$ cat src/rtl/cache_refill_ctrl_pkg.sv
// Shared geometry, FSM encoding and datapath-select struct for the byte-read cache.
package cache_refill_ctrl_pkg;

  localparam int INDEX_W    = 3;
  localparam int OFFSET_W   = 5;
  localparam int LINE_BYTES = 64;
  localparam int HALF_BYTES = 32;
  localparam int NUM_SETS   = 1 << INDEX_W;

  typedef enum logic [2:0] {
    S_IDLE    = 3'd0,
    S_LOOKUP  = 3'd1,
    S_MEM_REQ = 3'd2,
    S_BEAT0   = 3'd3,
    S_BEAT1   = 3'd4,
    S_RESPOND = 3'd5
  } state_e;

  // Low 9 address bits map directly onto the datapath mux selects.
  typedef struct packed {
    logic [INDEX_W-1:0]  index;
    logic                half;
    logic [OFFSET_W-1:0] offset;
  } dp_sel_t;

endpackage

$ cat src/rtl/cache_refill_ctrl_tag_store.sv
// 8-entry tag + valid array with a combinational hit compare on the selected set.
module cache_tag_store
  import cache_refill_ctrl_pkg::*;
#(
  parameter int TAG_W = 23
) (
  input  logic               clk,
  input  logic               reset,
  input  logic [INDEX_W-1:0] index,
  input  logic [TAG_W-1:0]   tag,
  input  logic               wr,
  input  logic               inv,
  input  logic               flush_all,
  output logic               hit
);

  logic             valid [NUM_SETS];
  logic [TAG_W-1:0] tags  [NUM_SETS];

  for (genvar s = 0; s < NUM_SETS; s++) begin : g_set
    logic sel;
    assign sel = (index == INDEX_W'(s));

    always_ff @(posedge clk) begin
      if (!reset || flush_all) valid[s] <= 1'b0;
      else if (sel && wr)      valid[s] <= 1'b1;
      else if (sel && inv)     valid[s] <= 1'b0;
    end

    always_ff @(posedge clk) begin
      if (reset && sel && wr) tags[s] <= tag;
    end
  end

  assign hit = valid[index] && (tags[index] == tag);

endmodule

$ cat src/rtl/cache_refill_ctrl.sv
// Refill sequencer for the direct-mapped byte-read cache: lookup, two-beat line fetch,
// replayed lookup, and saturating hit/miss statistics.
module cache_refill_ctrl
  import cache_refill_ctrl_pkg::*;
#(
  parameter int ADDR_W = 32,
  parameter int CNT_W  = 16
) (
  input  logic                clk,
  input  logic                reset,
  input  logic                cpu_valid,
  input  logic [ADDR_W-1:0]   cpu_addr,
  output logic                cpu_ready,
  output logic                cpu_rvalid,
  output logic [7:0]          cpu_rdata,
  output logic                cpu_hit,
  input  logic                flush,
  output logic                mem_req,
  output logic [ADDR_W-1:0]   mem_addr,
  input  logic                mem_gnt,
  input  logic                mem_rvalid,
  output logic [INDEX_W-1:0]  dp_index,
  output logic                dp_half,
  output logic [OFFSET_W-1:0] dp_offset,
  output logic                dp_we,
  output logic                dp_we_half,
  input  logic [7:0]          dp_byte,
  output logic [CNT_W-1:0]    hit_cnt,
  output logic [CNT_W-1:0]    miss_cnt
);

  localparam int TAG_W = ADDR_W - 9;

  state_e            state, state_nxt;
  logic [ADDR_W-1:0] req_addr;
  logic              replay;
  logic              resp_hit;
  logic              tag_hit;
  logic              accept;
  dp_sel_t           req_sel, dp_sel;

  assign req_sel = dp_sel_t'(req_addr[8:0]);
  assign accept  = cpu_valid && cpu_ready;

  cache_tag_store #(.TAG_W(TAG_W)) u_tags (
    .clk       (clk),
    .reset     (reset),
    .index     (req_sel.index),
    .tag       (req_addr[ADDR_W-1:9]),
    .wr        ((state == S_BEAT1) && mem_rvalid),
    .inv       ((state == S_LOOKUP) && !tag_hit),
    .flush_all ((state == S_IDLE) && flush),
    .hit       (tag_hit)
  );

  always_ff @(posedge clk) begin
    if (!reset) state <= S_IDLE;
    else        state <= state_nxt;
  end

  always_comb begin
    state_nxt = state;
    unique case (state)
      S_IDLE:    if (accept)     state_nxt = S_LOOKUP;
      S_LOOKUP:  state_nxt = tag_hit ? S_RESPOND : S_MEM_REQ;
      S_MEM_REQ: if (mem_gnt)    state_nxt = S_BEAT0;
      S_BEAT0:   if (mem_rvalid) state_nxt = S_BEAT1;
      S_BEAT1:   if (mem_rvalid) state_nxt = S_LOOKUP;
      S_RESPOND: state_nxt = S_IDLE;
      default:   state_nxt = S_IDLE;
    endcase
  end

  // cpu_ready is masked by reset so every output reads 0 while reset is held.
  always_comb begin
    cpu_ready  = reset && (state == S_IDLE) && !flush;
    cpu_rvalid = (state == S_RESPOND);
    cpu_hit    = (state == S_RESPOND) && resp_hit;
    mem_req    = (state == S_MEM_REQ);
    mem_addr   = mem_req ? {req_addr[ADDR_W-1:6], 6'b0} : '0;
    dp_sel     = (state == S_IDLE) ? '0 : req_sel;
    dp_we      = ((state == S_BEAT0) || (state == S_BEAT1)) && mem_rvalid;
    dp_we_half = (state == S_BEAT1) && mem_rvalid;
  end

  assign dp_index  = dp_sel.index;
  assign dp_half   = dp_sel.half;
  assign dp_offset = dp_sel.offset;

  // A lookup entered from BEAT1 is a replay: it answers as a miss and is not counted again.
  always_ff @(posedge clk) begin
    if (!reset) begin
      req_addr  <= '0;
      replay    <= 1'b0;
      resp_hit  <= 1'b0;
      cpu_rdata <= '0;
      hit_cnt   <= '0;
      miss_cnt  <= '0;
    end else begin
      if (accept) begin
        req_addr <= cpu_addr;
        replay   <= 1'b0;
      end
      if ((state == S_BEAT1) && mem_rvalid) replay <= 1'b1;
      if (state == S_LOOKUP) begin
        if (tag_hit) begin
          cpu_rdata <= dp_byte;
          resp_hit  <= !replay;
          if (!replay && (hit_cnt != '1)) hit_cnt <= hit_cnt + CNT_W'(1);
        end else if (miss_cnt != '1) begin
          miss_cnt <= miss_cnt + CNT_W'(1);
        end
      end
    end
  end

endmodule

$ cat config.mk
export PLATFORM = sky130hd
export DESIGN_NAME = cache_refill_ctrl
export DESIGN_NICKNAME = d
export VERILOG_FILES = /design/src/rtl/cache_refill_ctrl_pkg.sv /design/src/rtl/cache_refill_ctrl_tag_store.sv /design/src/rtl/cache_refill_ctrl.sv
export SDC_FILE = /design/constraint.sdc
export NUM_CORES = 1
export LEC_CHECK = 0
export ABC_AREA = 1
export CAP_MARGIN = 30
export CORE_UTILIZATION = 51
export DETAILED_ROUTE_END_ITERATION = 10
export PLACE_DENSITY = 0.76
export SKIP_LAST_GASP = 1
export SLEW_MARGIN = 20
export SYNTH_ARGS = -nofsm -noshare
export SYNTH_HDL_FRONTEND = slang
export SYNTH_SLANG_ARGS = --single-unit
$ cat constraint.sdc
create_clock -name clk -period 2.7 [get_ports clk]
set_input_delay 0.54 -clock clk [delete_from_list [all_inputs] [get_ports clk]]
set_output_delay 0.54 -clock clk [all_outputs]
set_load 0.005 [all_outputs]
==> results of run 1 <==
-- state kept, by name (all words and copies together), names as in the netlist, named ones only --
| name | count |
|---|---|
| u_tags.valid | 8 |
| miss_cnt | 16 |
| req_addr | 32 |
| state | 3 |
| cpu_rdata | 8 |
| resp_hit | 1 |
| replay | 1 |
| u_tags.tags | 184 |
| hit_cnt | 16 |
-- worst max-delay path, stage by stage, from the launching register on --
cell and delay (ns):
dfxtp_4 0.37, inv_1 0.08, nor3_4 0.31, buf_6 0.17, inv_6 0.07, nor2_2 0.11
clkdlybuf4s50_1 0.51
-- stage by stage --
stage	std cells	instance area (um2)	utilization [%]
global placement	1886	14400	59.3
detailed placement	1886	14400	59.3
floorplan	1468	12600	-
CTS	1938	15400	63.3
finish	1945	15600	64.3
global route	1945	15600	64.3
-- kinds of logic (layout without fill, tap and decap cells) --
logic type | Yosys count | count (layout)
xor+xnor | 27 | 27
fa+ha+maj | 2 | 2
simple gates | 771 | 771
other cells | 1 | 6
flops | 272 | 272
buf+inv | 263 | 416
compound gates | 127 | 127
-- area by class of cell --
class	count	area share, %
timing repair buffer	171	11.9
timing repair inverter	2	0.128
inverter	191	4.80
clock buffer	34	4.90
tap	324	2.60
sequential	272	47.3
multi-input combinational	933	27.0
clock inverter	18	1.29
-- report_power, final --
part | leakage, nW | switching (mW) | internal [mW]
Sequential | 2.43 | 0.0593 | 4.50
Clock | 0.472 | 1.60 | 2.40
Combinational | 3.53 | 0.458 | 0.265
-- layout by cell type, fill, tap and decap left out, types with 14 or more instances in the layout --
| cell type | Yosys | layout |
|---|---|---|
| inv_1 | 183 | 183 |
| nand3_1 | 151 | 150 |
| clkbuf_16 | 0 | 31 |
| nand2_1 | 411 | 410 |
| clkdlybuf4s50_1 | 0 | 111 |
| o21ai_0 | 55 | 55 |
| nor2_2 | 1 | 14 |
| dfxtp_1 | 80 | 76 |
| dlymetal6s2s_1 | 0 | 14 |
| edfxtp_1 | 192 | 192 |
| xor2_1 | 20 | 20 |
| buf_4 | 12 | 25 |
| nor3_1 | 30 | 28 |
| a21oi_1 | 68 | 68 |
| nand4_1 | 19 | 19 |
| nor2_1 | 148 | 134 |
-- what timing repair did --
action                                  in CTS  in global routing
pin swaps                                    0                  1
setup buffers                                0                  3
resized for setup                            4                 43
cloned                                       0                  4
endpoints found under the setup margin      26                 77
-- per-layer routing --
layer	share of wire (%)	routed length, um	track usage, %
met1	42	13400	32.6
met2	48	15400	41.5
met3	8.4	2720	4.06
met4	2.1	677	7.04
met5	0	0	0
-- worst max-delay path by stage --
stage,from,end,slack (ns),cells past startpoint
global route,state[0],dp_we,-0.07,5
floorplan,mem_rvalid,u_tags.tags[0][0],-0.14,5
detailed placement,mem_rvalid,u_tags.tags[0][10],0.13,8
CTS,state[1],mem_addr[13],0.0006,5
global placement,mem_rvalid,u_tags.tags[1][10],0.18,8
finish,state[1],mem_addr[27],-0.008,6
==> metrics.md, run 1 <==
| Metric | Value |
|---|---|
| Horizontal die dimension | `159 um` |
| #FFs+latches synth | `272` |
| Port Buffers | `126` |
| Maximum resistive drop on vdd | `0.000433 V` |
| Xor/xnor cell area share of the yosys netlist | `1.88%` |
| Violations in the final reports | `negative setup slack` |
| Final GP Congestion | `0.853` |
| Hold Violations, Final | `0` |
| P_leak | `6.44 nW` |
| Number of nets with antenna violations after detailed routing | `0` |
| Slew margin rel. | `65.9%` |
| Kind of launch point of the worst setup path | `register` |
| Syn-to-layout area delta | `23.7%` |
| Overall fraction of global-route tracks in use | `24.5%` |
| Sinks on Clock Net | `272` |
| Pwr dens | `596 mW/mm2` |
| Die Height | `159 um` |
| CP arrival | `2.17 ns` |
| Area of the multi-input gates | `0.00422 mm2` |
| Post-route total power | `9.29 mW` |
| Adder-cell area share of the yosys netlist | `0.198%` |
| Unrepaired setup endpoints after global routing | `yes` |
| Syn_area_per_cell | `8.62 um2` |
| Core Region | `0.0242 mm2` |
| Number of detailed-route iterations in the first pass | `5` |
| Number of enable-type register cells in the synthesized netlist | `192` |
| Cell taking the most area after synthesis | `edfxtp_1` |
| Number of buffers created by CTS | `28` |
| Synthesis warning total | `0` |
| Max clock buf depth | `3` |
| Fill cell total of the finished layout | `1947` |
| First DRT Iteration DRCs | `962` |
| Slew at the pin closest to its max-slew limit | `0.512 ns` |
| Clock tree from TritonCTS | `yes` |
| Clock-pin slew of the registers on the worst-case setup and hold paths | `0.06 ns` |
| Via count of the first global-routing pass | `9854` |
| Critical hold path startpoint | `req_addr[3]` |
| Leading post-synthesis cells by instance count | `nand2_1 (411), edfxtp_1 (192), inv_1 (183)` |
| Most common cell in the synthesized netlist | `nand2_1` |
| Total standard cell area after synthesis | `0.0126 mm2` |
| Fraction of final layout cells sized beyond drive strength 1 | `7.71%` |
| Hold path endpoint | `req_addr[3]` |
| CTS Root Cell | `clkbuf_16` |
| Initial core utilization | `52.0%` |
| Top fanout value on the critical path | `7` |
| Worst hold slack | `0.458 ns` |
| Detail-routed via count per cell | `5.26` |
| H-tree depth | `1` |
| Hold Buf Count CTS | `0` |
| Required time at the endpoint of the critical path | `2.16 ns` |
| Path class of the lowest-slack min-delay path | `register to register` |
| Number of instances in the synthesized netlist | `1463` |
| Final #Nets | `1647` |
| Wire length of the first global-routing pass | `49900 um` |
| Clock latency of the later-clocked register in the worst-skew pair | `0.54 ns` |
| WL/cell | `16.6 um` |
| Setup slack after layout | `-0.00832 ns` |
| Post-layout min period | `2.71 ns` |
| Top-area cell type share of the netlist area | `45.7%` |
| Endpoint type of the worst setup path | `output pin` |
| Post-DP HPWL | `19000 um` |
| Initial antenna violation count | `0` |
| Area of the die | `0.0254 mm2` |
| Aggregate negative setup slack | `-0.00996 ns` |
| Number of pins with negative max-slew slack in the final report | `0` |
| Number of antenna repair diodes | `0` |
| Post-synthesis compound-gate area fraction | `5.08%` |
| Total number of vias | `10200` |
| Seq/Total Area, Yosys | `58.4%` |
| Post-detailed-routing wire length | `32200 um` |
| Final setup violating endpoints | `2` |
| Count of maximum capacitance violations | `0` |
| Yosys cell types | `33` |
| Fmax | `369 MHz` |
| Number of design rule violations left after detail routing | `0` |
| Boundary pin count | `133` |
| Multiplexer share of the synthesized area | `0%` |
| Hold Path Depth | `2` |
| Maximum number of pins on one net before global-route repair | `66` |
| R2r setup slk | `0.20 ns` |
| Capturing point of the worst reg2reg path | `miss_cnt[7]` |
| Worst setup slack before clock tree synthesis | `0.134 ns` |
| Post-Synth Simple-Gate Area | `25.5%` |
| # rows | `57` |
| Biggest area contributors in the synthesized netlist | `edfxtp_1 (46%), dfxtp_1 (13%), nand2_1 (12%), nand3_1 (6.0%), inv_1 (5.4%)` |
| Post-route clock period utilization | `100%` |
| WS Path Type | `register to output pin` |
| Flip-flop cell with the highest count after synthesis | `edfxtp_1` |
| Depth of the worst register-to-register path | `18` |
| Run status | `finished, violations left` |
| Synth async-reset ratio | `0%` |
| Largest family of logic cells by synthesized area | `simple AND/OR/NAND/NOR gates` |
| Sequential Area | `0.00738 mm2` |
| Worst setup skew after layout | `0.0109 ns` |
| Remaining global-route overflow | `0` |
Note: power is estimated with default switching activity, not from simulation.
==> inputs of run 2 (changes only) <==
Settings changed: CORE_MARGIN set to 2, SETUP_SLACK_MARGIN set to 0.4.
==> metrics.md, run 2 (synthesis gave the netlist of run 1 again) <==
| Metric | Value |
|---|---|
| Number of design rule violations left after detail routing | `0 (unchanged)` |
| # rows | `57 (unchanged)` |
| Clock latency of the later-clocked register in the worst-skew pair | `0.56 ns (+0.02 ns)` |
| Logic pwr share | `10.5% (+2.7 points)` |
| Post-layout min period | `2.68 ns (-0.0262 ns)` |
| First DRT Iteration DRCs | `1346 (+40%)` |
| Final #Nets | `1709 (+3.8%)` |
| Required time at the endpoint of the critical path | `3.12 ns (+0.96 ns)` |
| Depth of the worst register-to-register path | `20 (+2)` |
| Post-route clock period utilization | `99.3% (-0.97 points)` |
| Core Region | `0.0243 mm2 (+0.29%)` |
| Count of maximum capacitance violations | `0 (unchanged)` |
| Setup slack after layout | `0.0179 ns (+0.0262 ns)` |
| Endpoint type of the worst setup path | `register` |
| Worst setup skew after layout | `0.00982 ns (-0.00109 ns)` |
| Die Height | `161 um (+1.3%)` |
| Most common library cell in the layout ignoring fill and taps | `nand2_1` |
| Slew at the pin closest to its max-slew limit | `0.712 ns (+0.199 ns)` |
| Horizontal die dimension | `161 um (+1.3%)` |
| Sinks on Clock Net | `272 (unchanged)` |
| Run status | `completed` |
| Top fanout value on the critical path | `8 (+1)` |
| WL/cell | `19.4 um (+17%)` |
| Flip-flop count of the largest register after layout | `184 (unchanged)` |
| Overall fraction of global-route tracks in use | `28.2% (+3.6 points)` |
| Number of nets with antenna violations after detailed routing | `0 (unchanged)` |
| Maximum number of pins on one net before global-route repair | `66 (unchanged)` |
| Max clock buf depth | `3 (unchanged)` |
| Clock tree from TritonCTS | `yes` |
| Number of pins with negative max-slew slack in the final report | `0 (unchanged)` |
| P_leak | `6.97 nW (+8.3%)` |
| WS Path Type | `register to register` |
| Detail-routed via count per cell | `5.63 (+7.1%)` |
| Final design area excluding fillers | `0.0170 mm2 (+8.9%)` |
| Hold Path Depth | `2 (unchanged)` |
| CP arrival | `3.10 ns (+0.93 ns)` |
| Initial core utilization | `51.8% (-0.15 points)` |
| Unrepaired setup endpoints after global routing | `yes` |
| Slew margin rel. | `52.4% (-13 points)` |
| Area of the die | `0.0260 mm2 (+2.5%)` |
| Part of the power in the clock network | `42.6% (-0.5 points)` |
| Number of detailed-route iterations in the first pass | `6 (+1)` |
| Maximum resistive drop on vdd | `0.000443 V (+2.2%)` |
| Critical hold path startpoint | `req_addr[4]` |
| Total number of vias | `11300 (+11%)` |
| Capturing point of the worst reg2reg path | `hit_cnt[12]` |
| Hold Violations, Final | `0 (unchanged)` |
| Clock-pin slew of the registers on the worst-case setup and hold paths | `0.06 ns (about the same)` |
| Number of antenna repair diodes | `0 (unchanged)` |
| Internal Pwr Total | `7.36 mW (+2.7%)` |
| Boundary pin count | `133 (unchanged)` |
| Switch share | `24.3% (+1.5 points)` |
| CTS Root Cell | `clkbuf_16` |
| Net switching power | `2.37 mW (+12%)` |
| Hold path endpoint | `req_addr[4]` |
| Via count of the first global-routing pass | `10800 (+9.9%)` |
| Fmax | `373 MHz (+0.98%)` |
| Syn-to-layout area delta | `34.6%` |
| Post-route total power | `9.73 mW (+4.8%)` |
| Number of cells in the design after placement | `1886 (unchanged)` |
| Post-DP HPWL | `19300 um (+1.4%)` |
| Remaining global-route overflow | `0 (unchanged)` |
| Biggest register | `u_tags.tags` |
| Registers with the most flip-flops | `u_tags.tags: 184 flops, req_addr: 32 flops` |
| R2r setup slk | `0.02 ns (-0.18 ns)` |
| Number of buffers created by CTS | `29 (+3.6%)` |
| Initial antenna violation count | `0 (unchanged)` |
| Cell area reported after detailed placement | `0.0144 mm2 (+0.19%)` |
| Post-detailed-routing wire length | `39000 um (+21%)` |
| Worst setup slack before clock tree synthesis | `0.00717 ns (-0.127 ns)` |
| Wire length of the first global-routing pass | `57100 um (+14%)` |
| Pwr dens | `573 mW/mm2 (-3.8%)` |
| Path class of the lowest-slack min-delay path | `register to register` |
| Final GP Congestion | `0.887 (+4.0%)` |
| Fraction of final layout cells sized beyond drive strength 1 | `19.5% (+12 points)` |
| Aggregate negative setup slack | `0 ns (+0.00996 ns)` |
| Kind of launch point of the worst setup path | `register` |
| Final setup violating endpoints | `0 (-2)` |
| Top library cells by usage in the layout, fill and taps aside | `nand2_1 (380), edfxtp_1 (192), inv_1 (177)` |
| Non-filler instance count after layout | `2008 (+3.2%)` |
| Port Buffers | `126 (unchanged)` |
| H-tree depth | `1 (unchanged)` |
| Portion of total power attributed to sequential cells | `46.9% (-2.2 points)` |
-- run 2: changes by cell type in the layout (fill, tap and decap cells not counted), moves of 7 or more --
cell / before / now
nor2_4: 2 / 33
buf_16: 1 / 16
nor2_1: 134 / 94
nand3_2: 1 / 16
nand2_2: 1 / 31
nand3_1: 150 / 134
buf_2: 1 / 22
buf_4: 25 / 49
nor2_2: 14 / 23
clkdlybuf4s50_1: 111 / 85
buf_6: 4 / 20
nand2_1: 410 / 380
o21ai_0: 55 / 47
o21ai_2: 0 / 7
-- run 2: how the worst max path moves through the flow --
stage,from,end,slack (ns),depth (start not counted)
final,register,hit_cnt[12],0.02,20
after floorplan,mem_rvalid,u_tags.tags[1][0],0.44,5
after global placement,register,u_tags.valid[6],0.16,16
after CTS,state[0],dp_we,0.18,5
after detailed placement,register,u_tags.valid[0],0.007,16
after global routing,register,hit_cnt[12],-0.14,19
-- run 2: power by group through the flow --
stage | Combinational [mW] | Clock [mW] | Sequential [mW]
after floorplan | 0.454 | 0 | 4.63
after global placement | 0.652 | 0 | 4.65
after detailed placement | 0.671 | 0 | 4.65
after CTS | 0.886 | 4.14 | 4.56
after global routing | 1.08 | 4.32 | 4.57
final | 1.02 | 4.15 | 4.57
-- run 2: critical path: stages, from the launching register on --
cell and delay, ns:
dfxtp_4 0.38, buf_12 0.14, buf_6 0.13, buf_16 0.14, nor2_2 0.10, nor2_1 0.05
nand2_1 0.10, nand2_1 0.07, nand2_2 0.08, nand2_2 0.05, nand2_1 0.08, nand2_1 0.08
nor2_1 0.12, nand2_1 0.09, nor2_2 0.16, nand3_2 0.11, nor2_4 0.20, buf_6 0.13
nand3_4 0.12, nand2_2 0.12, a21oi_1 0.07
-- run 2: routing by layer --
metal	vias to the layer above	GRT usage, %	part of all wire, %
met5	-	0	0
met4	0	11.1	4.0
met3	128	5.47	11
met2	772	46.5	48
met1	5264	36.8	37
li1	5145	-	-
-- run 2: final cells by class --
type                            count  area (um2)
Clock buffer                       32         737
Clock inverter                     22         249
Fill cell                        1632        7350
Inverter                          191         776
Multi-Input combinational cell    935        4780
Sequential cell                   272        7380
Tap cell                          324         405
Timing Repair Buffer              229        2590
Timing Repair inverter              3        47.5
-- run 2: repair_timing --
action                                 CTS  global route
gates cloned                            20             2
resized for setup                      244           121
endpoints found under the hold margin    0             0
hold buffers                             0             0
setup endpoints to repair               93            92
pin swaps                               14            40
setup buffers                           25            21
-- run 2: per-stage QoR --
step / hold WS, ns / utilization, %
2_1_floorplan: 0.430 / -
3_3_place_gp: 0.447 / 59.2
3_5_place_dp: 0.449 / 59.2
4_1_cts: 0.459 / 67.6
5_1_grt: 0.476 / 69.8
6_report: 0.457 / 69.8
==> inputs of run 3 (changes only) <==
Settings changed: GPL_TIMING_DRIVEN set to 0.
==> metrics.md, run 3 (synthesis gave the netlist of run 1 again) <==
| Metric | Value |
|---|---|
| Worst setup skew after layout | `0.0136 ns (+0.00374 ns)` |
| Overall fraction of global-route tracks in use | `31.0% (+2.8 points)` |
| Setup slack after layout | `-0.0386 ns (-0.0565 ns)` |
| Final GP Congestion | `0.935 (+5.5%)` |
| Flip-flop count of the largest register after layout | `184 (unchanged)` |
| Post-DP HPWL | `24100 um (+25%)` |
| Number of cells in the design after placement | `1919 (+1.7%)` |
| Area of the multi-input gates | `0.00502 mm2 (+5.0%)` |
| Syn-to-layout area delta | `38.5%` |
| Worst hold slack | `0.454 ns (-0.00302 ns)` |
| Slew margin rel. | `28.2% (-24 points)` |
| Required time at the endpoint of the critical path | `3.00 ns (-0.12 ns)` |
| Number of nets with antenna violations after detailed routing | `0 (unchanged)` |
| Count of maximum capacitance violations | `0 (unchanged)` |
| Fraction of final layout cells sized beyond drive strength 1 | `23.4% (+3.9 points)` |
| Hold Buf Count CTS | `0 (unchanged)` |
| Depth of the worst register-to-register path | `20 (unchanged)` |
| Portion of total power attributed to sequential cells | `46.8% (about the same)` |
| Fill cell total of the finished layout | `1600 (-2.0%)` |
| Detail-routed via count per cell | `5.81 (+3.1%)` |
| Logic pwr share | `11.2% (+0.7 points)` |
| Hold Violations, Final | `0 (unchanged)` |
| Top library cells by usage in the layout, fill and taps aside | `nand2_1 (351), edfxtp_1 (192), inv_1 (179)` |
| Capturing point of the worst reg2reg path | `u_tags.valid[1]` |
| Cell with the biggest individual delay on the critical path | `dfxtp_4` |
| CTS Root Cell | `clkbuf_16` |
| Wire length of the first global-routing pass | `61700 um (+7.9%)` |
| Endpoint type of the worst setup path | `register` |
| Max clock buf depth | `3 (unchanged)` |
| First DRT Iteration DRCs | `1525 (+13%)` |
| Pwr dens | `559 mW/mm2 (-2.5%)` |
| Library cell appearing most often on the critical path | `nand2_1` |
| Biggest register | `u_tags.tags` |
| Delay of the slowest cell on the worst path | `0.38 ns (about the same)` |
| Number of pins with negative max-slew slack in the final report | `0 (unchanged)` |
| Maximum resistive drop on vdd | `0.000544 V (+23%)` |
| Post-detailed-routing wire length | `44400 um (+14%)` |
| Part of the power in the clock network | `42.0% (-0.6 points)` |
| Core Region | `0.0243 mm2 (unchanged)` |
| Hold Path Depth | `2 (unchanged)` |
| Critical hold path startpoint | `req_addr[5]` |
| H-tree depth | `1 (unchanged)` |
| Layout Utilization | `71.8% (+2.0 points)` |
| Final setup violating endpoints | `7 (+7)` |
| Final #Nets | `1749 (+2.3%)` |
| Port Buffers | `125 (-0.79%)` |
| Clock-pin slew of the registers on the worst-case setup and hold paths | `0.06 ns (about the same)` |
| Unrepaired setup endpoints after global routing | `yes` |
| Die Height | `161 um (unchanged)` |
| Most common library cell in the layout ignoring fill and taps | `nand2_1` |
| Violations in the final reports | `negative setup slack` |
| Maximum number of pins on one net before global-route repair | `18 (-73%)` |
| WL/cell | `21.7 um (+12%)` |
| Path class of the lowest-slack min-delay path | `register to register` |
| Registers with the most flip-flops | `u_tags.tags: 184 flops, req_addr: 32 flops` |
| Post-layout min period | `2.74 ns (+0.0565 ns)` |
| Number of antenna repair diodes | `0 (unchanged)` |
| List of cells traversed by the critical path | `buf_8, clkbuf_16, nor2_2, nor2_1, nand2_1, nand2_1, nand2_1, nand2_1, nand2_1, nand2_2, nor2_2, nand2_1, nor2_2, nand3_2, buf_6, nand2_4, inv_4, buf_8, nor2_4, o21ai_1` |
| # rows | `57 (unchanged)` |
| Clock tree from TritonCTS | `yes` |
| Post-route clock period utilization | `101% (+2.1 points)` |
| Kind of launch point of the worst setup path | `register` |
| P_leak | `7.11 nW (+2.0%)` |
| Boundary pin count | `133 (unchanged)` |
| Fmax | `365 MHz (-2.1%)` |
| Clock latency of the later-clocked register in the worst-skew pair | `0.56 ns (about the same)` |
| R2r setup slk | `-0.04 ns (-0.06 ns)` |
| Slew at the pin closest to its max-slew limit | `1.08 ns (+0.365 ns)` |
| Top fanout value on the critical path | `6 (-2)` |
| Sequential Area | `0.00738 mm2 (about the same)` |
| Non-filler instance count after layout | `2047 (+1.9%)` |
| Horizontal die dimension | `161 um (unchanged)` |
| Number of design rule violations left after detail routing | `0 (unchanged)` |
| Run status | `finished, violations left` |
| Remaining global-route overflow | `0 (unchanged)` |
| WS Path Type | `register to register` |
| Switch share | `24.7% (+0.31 points)` |
| Area of the die | `0.0260 mm2 (unchanged)` |
| Net switching power | `2.41 mW (+1.6%)` |
| Initial antenna violation count | `0 (unchanged)` |
| Number of buffers created by CTS | `28 (-3.4%)` |
| Post-route total power | `9.76 mW (+0.35%)` |
| Internal Pwr Total | `7.36 mW (about the same)` |
| Total number of vias | `11900 (+5.1%)` |
| Hold path endpoint | `req_addr[5]` |
| Via count of the first global-routing pass | `11200 (+3.2%)` |
| Sinks on Clock Net | `272 (unchanged)` |
| CP arrival | `3.04 ns (-0.06 ns)` |
| Initial core utilization | `51.8% (unchanged)` |
| Number of detailed-route iterations in the first pass | `8 (+2)` |
| Worst setup slack before clock tree synthesis | `-0.648 ns (-0.655 ns)` |
run 3: changes by cell type in the layout (fill, tap and decap cells not counted), moves of 9 or more:
cell,delta
clkdlybuf4s50_1,+9
buf_12,+13
nand3_2,+30
buf_16,-12
buf_8,+10
nand3_1,-29
nand2_2,+25
clkbuf_1,+19
nand2_1,-29
run 3: critical path, delay by kind of cell (launching register included):
family	cells	cell delay [ns]
AO/OA/AOI/OAI	1	0.10
buffers and inverters	5	0.64
flip-flops	1	0.38
AND/OR/NAND/NOR	14	1.36
run 3: worst max path at each step:
stage	to	slack (ns)	cells past startpoint
6_report	u_tags.valid[1]	-0.04	20
4_1_cts	u_tags.valid[4]	0.11	19
5_1_grt	u_tags.valid[1]	-0.15	20
3_3_place_gp	u_tags.tags[4][17]	-0.60	6
3_5_place_dp	u_tags.tags[4][17]	-0.65	6
2_1_floorplan	u_tags.tags[1][0]	0.44	5
run 3: timing repair:
item,4_1_cts,5_1_grt
resized for setup,233,266
pin swaps,21,34
endpoints found under the setup margin,252,260
buffers inserted,42,16
gates cloned,9,9
run 3: final cells by class:
class,count,area share (%)
plain buffers,72,4.37
clock inverters,5,0.430
flip-flops and latches,272,42.2
repair buffers,197,12.5
clock buffers,47,5.13
inverters,191,4.25
multi-input cells,939,28.7
well taps,324,2.32
run 3: power by group through the flow:
| stage | registers (mW) | logic (mW) | clock network [mW] |
|---|---|---|---|
| final | 4.57 | 1.09 | 4.10 |
| after global routing | 4.57 | 1.14 | 4.23 |
| after CTS | 4.56 | 0.863 | 4.05 |
| after detailed placement | 4.65 | 0.741 | 0 |
| after global placement | 4.65 | 0.725 | 0 |
| after floorplan | 4.63 | 0.454 | 0 |
run 3: stage by stage:
stage	setup TNS [ns]	cell area [um2]
5_1_grt	-2.21	17500
6_report	-0.134	17500
2_1_floorplan	0	12700
3_3_place_gp	-109.94	14300
4_1_cts	0	16300
3_5_place_dp	-95.58	14400
run 3: per-layer routing:
| layer | part of all wire, % | track usage [%] | wire (um) |
|---|---|---|---|
| met1 | 35 | 39.3 | 15300 |
| met2 | 45 | 49.5 | 20100 |
| met3 | 13 | 6.52 | 5660 |
| met4 | 7.4 | 17.9 | 3260 |
| met5 | 0 | 0 | 0 |
